`src/rtl/corrector_hamming_secded.sv`:
```
// Pipelined Hamming SECDED decoder: stage 1 computes syndrome/parity, stage 2 corrects and
// classifies; valid/ready on both sides with saturating corrected/uncorrectable counters.
module corrector_hamming_secded #(
    parameter int unsigned DATA_W = 4,
    parameter int unsigned PAR_W  = 3,
    parameter int unsigned CNT_W  = 16
) (
    input  logic                  clk,
    input  logic                  rst_n,
    input  logic                  in_valid,
    output logic                  in_ready,
    input  logic [DATA_W+PAR_W:0] in_code,
    output logic                  out_valid,
    input  logic                  out_ready,
    output logic [DATA_W-1:0]     out_data,
    output logic                  out_corr,
    output logic                  out_uncorr,
    output logic [PAR_W-1:0]      out_pos,
    input  logic                  clr_cnt,
    output logic [CNT_W-1:0]      cnt_corr,
    output logic [CNT_W-1:0]      cnt_uncorr
);

    localparam int unsigned CW = DATA_W + PAR_W + 1;

    if ((2 ** PAR_W) < CW) begin : g_bad_params
        $error("corrector_hamming_secded: PAR_W too small for DATA_W");
    end

    // Hamming position of data bit idx: the idx-th non-power-of-two position.
    function automatic int unsigned data_pos(input int unsigned idx);
        int unsigned n;
        data_pos = 0;
        n        = 0;
        for (int unsigned p = 1; p < CW; p++) begin
            if ((p & (p - 1)) != 0) begin
                if (n == idx) data_pos = p;
                n++;
            end
        end
    endfunction

    logic              s1_valid_q, s1_valid_d;
    logic [CW-1:0]     s1_code_q,  s1_code_d;
    logic [PAR_W-1:0]  s1_syn_q,   s1_syn_d;
    logic              s1_par_q,   s1_par_d;
    logic              s2_valid_q, s2_valid_d;
    logic [DATA_W-1:0] s2_data_q,  s2_data_d;
    logic              s2_corr_q,  s2_corr_d;
    logic              s2_uncorr_q, s2_uncorr_d;
    logic [PAR_W-1:0]  s2_pos_q,   s2_pos_d;
    logic [CNT_W-1:0]  cnt_corr_q, cnt_corr_d;
    logic [CNT_W-1:0]  cnt_uncorr_q, cnt_uncorr_d;

    logic              s2_load;
    logic              in_xfer;
    logic              out_xfer;
    logic              fixable;
    logic [CW-1:0]     code_fix;
    logic [CW-1:0]     code_sh;
    logic [DATA_W-1:0] data_fix;
    logic [PAR_W-1:0]  syn_c;

    assign s2_load  = s1_valid_q & (~s2_valid_q | out_ready);
    assign in_ready = ~s1_valid_q | s2_load;
    assign in_xfer  = in_valid & in_ready;
    assign out_xfer = s2_valid_q & out_ready;

    // Next-state logic for both pipeline stages and the counters.
    always_comb begin
        s1_valid_d   = s1_valid_q;
        s1_code_d    = s1_code_q;
        s1_syn_d     = s1_syn_q;
        s1_par_d     = s1_par_q;
        s2_valid_d   = s2_valid_q;
        s2_data_d    = s2_data_q;
        s2_corr_d    = s2_corr_q;
        s2_uncorr_d  = s2_uncorr_q;
        s2_pos_d     = s2_pos_q;
        cnt_corr_d   = cnt_corr_q;
        cnt_uncorr_d = cnt_uncorr_q;
        syn_c        = '0;
        code_sh      = '0;
        data_fix     = '0;

        for (int unsigned i = 1; i < CW; i++) begin
            if (in_code[i]) syn_c = syn_c ^ PAR_W'(i);
        end

        // Odd overall parity with an in-range syndrome is a single error; anything else nonzero is not.
        fixable  = s1_par_q & (32'(s1_syn_q) < CW);
        code_fix = fixable ? (s1_code_q ^ (CW'(1) << s1_syn_q)) : s1_code_q;
        for (int unsigned j = 0; j < DATA_W; j++) begin
            code_sh     = code_fix >> data_pos(j);
            data_fix[j] = code_sh[0];
        end

        if (in_xfer) begin
            s1_valid_d = 1'b1;
            s1_code_d  = in_code;
            s1_syn_d   = syn_c;
            s1_par_d   = ^in_code;
        end else if (s2_load) begin
            s1_valid_d = 1'b0;
        end

        if (s2_load) begin
            s2_valid_d  = 1'b1;
            s2_data_d   = data_fix;
            s2_corr_d   = fixable;
            s2_uncorr_d = s1_par_q ? ~fixable : (s1_syn_q != '0);
            s2_pos_d    = fixable ? s1_syn_q : '0;
        end else if (out_ready) begin
            s2_valid_d = 1'b0;
        end

        if (clr_cnt) begin
            cnt_corr_d   = '0;
            cnt_uncorr_d = '0;
        end else begin
            if (out_xfer && s2_corr_q && !(&cnt_corr_q))
                cnt_corr_d = cnt_corr_q + CNT_W'(1);
            if (out_xfer && s2_uncorr_q && !(&cnt_uncorr_q))
                cnt_uncorr_d = cnt_uncorr_q + CNT_W'(1);
        end
    end

    always_ff @(posedge clk or negedge rst_n) begin
        if (!rst_n) begin
            s1_valid_q   <= 1'b0;
            s1_code_q    <= '0;
            s1_syn_q     <= '0;
            s1_par_q     <= 1'b0;
            s2_valid_q   <= 1'b0;
            s2_data_q    <= '0;
            s2_corr_q    <= 1'b0;
            s2_uncorr_q  <= 1'b0;
            s2_pos_q     <= '0;
            cnt_corr_q   <= '0;
            cnt_uncorr_q <= '0;
        end else begin
            s1_valid_q   <= s1_valid_d;
            s1_code_q    <= s1_code_d;
            s1_syn_q     <= s1_syn_d;
            s1_par_q     <= s1_par_d;
            s2_valid_q   <= s2_valid_d;
            s2_data_q    <= s2_data_d;
            s2_corr_q    <= s2_corr_d;
            s2_uncorr_q  <= s2_uncorr_d;
            s2_pos_q     <= s2_pos_d;
            cnt_corr_q   <= cnt_corr_d;
            cnt_uncorr_q <= cnt_uncorr_d;
        end
    end

    assign out_valid  = s2_valid_q;
    assign out_data   = s2_data_q;
    assign out_corr   = s2_corr_q;
    assign out_uncorr = s2_uncorr_q;
    assign out_pos    = s2_pos_q;
    assign cnt_corr   = cnt_corr_q;
    assign cnt_uncorr = cnt_uncorr_q;

endmodule

```
`config.mk`:
```
export PLATFORM = sky130hd
export DESIGN_NAME = corrector_hamming_secded
export DESIGN_NICKNAME = d
export VERILOG_FILES = /design/src/rtl/corrector_hamming_secded.sv
export SDC_FILE = /design/constraint.sdc
export NUM_CORES = 1
export LEC_CHECK = 0
export ABC_AREA = 0
export BUFFER_PORTS_ARGS = -buffer_cell sky130_fd_sc_hd__buf_4
export CAP_MARGIN = 20
export CORE_ASPECT_RATIO = 0.75
export CORE_MARGIN = 4
export CORE_UTILIZATION = 35
export DETAILED_ROUTE_END_ITERATION = 8
export SLEW_MARGIN = 20
export SYNTH_ARGS = -nofsm -noshare
export SYNTH_HDL_FRONTEND = slang
export SYNTH_SLANG_ARGS = --single-unit
```
`constraint.sdc`:
```
create_clock -name clk -period 2.6 [get_ports clk]
set_input_delay 0.52 -clock clk [delete_from_list [all_inputs] [get_ports clk]]
set_output_delay 0.52 -clock clk [all_outputs]
set_load 0.02 [all_outputs]
```
==> out/qor.yml <==
run_status:
  status: "finished clean"
power_and_ir_drop:
  power_density_nw_per_um2: 588
  p_leak_nw: 1.34
  p_sw_uw: 586
  power_mw: 1.94
  switching_share_pct: 30.2
  comb_power_share_pct: 19.8
  p_seq_share_pct: 50.2
  irDropWorstVdd_mv: 0.380
  power.internal_mw: 1.36
  pwr-share-clk_pct: 29.9
grt:
  grt_antenna_before_repair: 0
  grt_pass1_vias: 2260
  track_usage_pct: 15.1
  grt_overflow: 0
  grt_pass1_wl_um: 11200
  grt_max_degree: 52
clock_network:
  numCtsBuffers: 5
  root_buffer: "clkbuf_8"
  post_cts_buffers: 0
  ctsResizeCount: 0
  clk_pin_slew_worst_paths_ns: 0.10
  tritoncts: "done"
  hold_buffers: 0
  cts.sinks: 51
  htree_levels: 2
  clk_latency_ns: 0.31
  clock_path_buffers: 2
synthesis:
  syn-num-nets: 294
  synthTopCellsByCount: "dfrtp_1, nand2_1, a21oi_1"
  yosysTopAreaCellShare_pct: 47.6
  syn_inst: 279
  netlist-cell-type-count: 35
  synth-main-ff-cell: "dfrtp_1"
  yosys.area.top_type: "dfrtp_1"
  async_flop_share_pct: 100
  seq_area_frac_synth_pct: 47.6
  yosysWarnings: 0
  syn_avg_cell_area_um2: 9.60
  synth_edf_count: 0
  yosysMostFrequentCell: "dfrtp_1"
  ys_ff_latch: 51
  ys_top_cells_by_area: "dfrtp_1, a21oi_1, o21ai_0"
  synth.cell_area_um2: 2680
floorplan:
  start_util_pct: 36.2
  die_w_um: 109
  die_y_um: 83.8
  rows: 27
  io_pins: 56
  coreArea_um2: 7400
  die-area_um2: 9130
timing:
  setup_viol: 0
  drv_slew: 0
  slew_headroom_pct: 55.6
  rsz0062_at_grt: "false"
  fmax_mhz: 499
  fin_worst_skew_ns: 0.0142
  timing.final.crit_share_pct: 77.1
  holdWs_ns: 0.221
  hold_violations: 0
  setup_tns_ns: 0
  worstMarginPinSlew_ns: 0.659
  period_needed_ns: 2.01
setup_path:
  worstPathRequired_ns: 2.84
  cp_max_fo: 9
  ff2ff_path_depth: 4
  end_kind: "register"
  critical_path_class: "reg -> reg"
  critPathLaunchType: "register"
  slowest_delay_ns: 0.62
  cp.arrival_ns: 2.25
  critPathMostFrequentCell: "or4_1"
  slowest_stage: "or4_1"
  path_cells: "nand3_2, or4_1, or4_1, a21oi_1"
place:
  io_buffer_count: 55
  dp_hpwl_um: 4690
  globalplace.congestion: 0.901
detailed_routing:
  drc_errors: 0
  antenna_left: 0
  drt_first_pass_iters: 4
  via_per_inst: 5.43
  post_drt_wl_per_cell_um: 15.1
  vias: 2360
  routed_wl_um: 6580
  drtIter0Drc: 91
finish:
  antenna_cells: 0
  regArea_um2: 1280
  n_fill_cell: 750
  syn2layout_area_growth_pct: 23.4
  multi_input_area_um2: 1340
  final_util_pct: 44.7
  drive_above_1_share_pct: 24.9
  final_nets: 348
hold_path:
  worstHoldPathType: "in -> async"
flow_run:
  drv_cap: 0
[cells by family after synthesis]
kind of cell               Yosys count  synth area share, %
DFF                                 51                 47.6
buffers and inverters               15                 2.52
muxes                               10                 4.20
and+or+nand+nor                    119                 26.0
xor gates and xnor gates            15                 4.90
adders and majority gates            2                0.934
AOI/OAI and AO/OA                   67                 13.8
[state kept, by name (all words and copies together) (netlist names)]
signal	flops
cnt_corr	16
cnt_uncorr	16
out_data	4
s1_code_q	4
out_pos	3
s1_syn_q	3
fixable	1
out_corr	1
out_uncorr	1
out_valid	1
s1_valid_q	1
[area by class of cell]
| type | count | share of cell area (%) |
|---|---|---|
| multi-input cells | 213 | 40.4 |
| flip-flops and latches | 51 | 38.6 |
| repair buffers | 58 | 13.2 |
| well taps | 101 | 3.82 |
| clock buffers | 6 | 2.50 |
| clock inverters | 2 | 1.06 |
| inverters | 4 | 0.454 |
[critical path: cells and delay by family (launching register included)]
family	cells	cell delay (ns)
AND/OR/NAND/NOR	3	1.33
flip-flops	1	0.47
AO/OA/AOI/OAI	1	0.15
[placed cells by master, fill, tap and decap left out, types with 3 or more instances in the layout]
cell type / Yosys / final
mux2_2: 10 / 10
nor3_1: 10 / 10
buf_4: 1 / 58
nand4_1: 12 / 12
nand3_1: 10 / 10
a21oi_1: 27 / 27
or4_1: 15 / 15
o31ai_1: 13 / 13
dfrtp_1: 51 / 51
and3_1: 3 / 3
or3_1: 8 / 8
xnor2_1: 8 / 8
nor4_1: 5 / 5
nor2_1: 6 / 6
xor2_1: 7 / 7
and4_1: 3 / 3
inv_1: 4 / 4
nand4b_1: 3 / 3
clkbuf_8: 0 / 6
o21ai_0: 26 / 26
nand2_1: 28 / 28
[power by group through the flow]
stage / Clock [mW] / Sequential (mW) / Combinational [mW]
2_1_floorplan: 0 / 1.02 / 0.183
3_3_place_gp: 0 / 0.990 / 0.384
3_5_place_dp: 0 / 0.992 / 0.391
4_1_cts: 0.599 / 0.977 / 0.393
5_1_grt: 0.630 / 0.992 / 0.431
6_report: 0.581 / 0.976 / 0.386
[metrics by stage]
stage	worst slack (ns)	instances	cell area [um2]
detailed placement	0.469	427	3190
CTS	0.597	435	3310
finish	0.595	435	3310
floorplan	0.590	279	2680
global placement	0.501	427	3190
global route	0.396	435	3310
[per-layer routing]
| layer | routed length, um | up-vias | share of wire [%] | global-route usage, % |
|---|---|---|---|---|
| li1 | - | 1161 | - | - |
| met1 | 3200 | 1142 | 49 | 21.7 |
| met2 | 3000 | 52 | 46 | 22.8 |
| met3 | 327 | 5 | 5.0 | 3.40 |
| met4 | 51 | 0 | 0.77 | 4.01 |
| met5 | 0 | - | 0 | 0 |
[worst paths after layout]
| kind | endpoint | from | slack (ns) |
|---|---|---|---|
| worst max register to register | cnt_corr[9]$_DFFE_PN0P_ | out_valid$_DFFE_PN0P_ | 0.59 |
| min in group clk | s1_valid_q$_DFFE_PN0P_ | in_valid | 0.42 |
| worst max-delay path | cnt_corr[9]$_DFFE_PN0P_ | out_valid$_DFFE_PN0P_ | 0.59 |
| worst min-delay path | cnt_corr[10]$_DFFE_PN0P_ | rst_n | 0.22 |
| worst min register to register | out_pos[1]$_DFFE_PN0P_ | out_pos[1]$_DFFE_PN0P_ | 0.49 |
| max in group asynchronous | cnt_corr[15]$_DFFE_PN0P_ | rst_n | 1.92 |
Power figures use the tool's default switching activity.
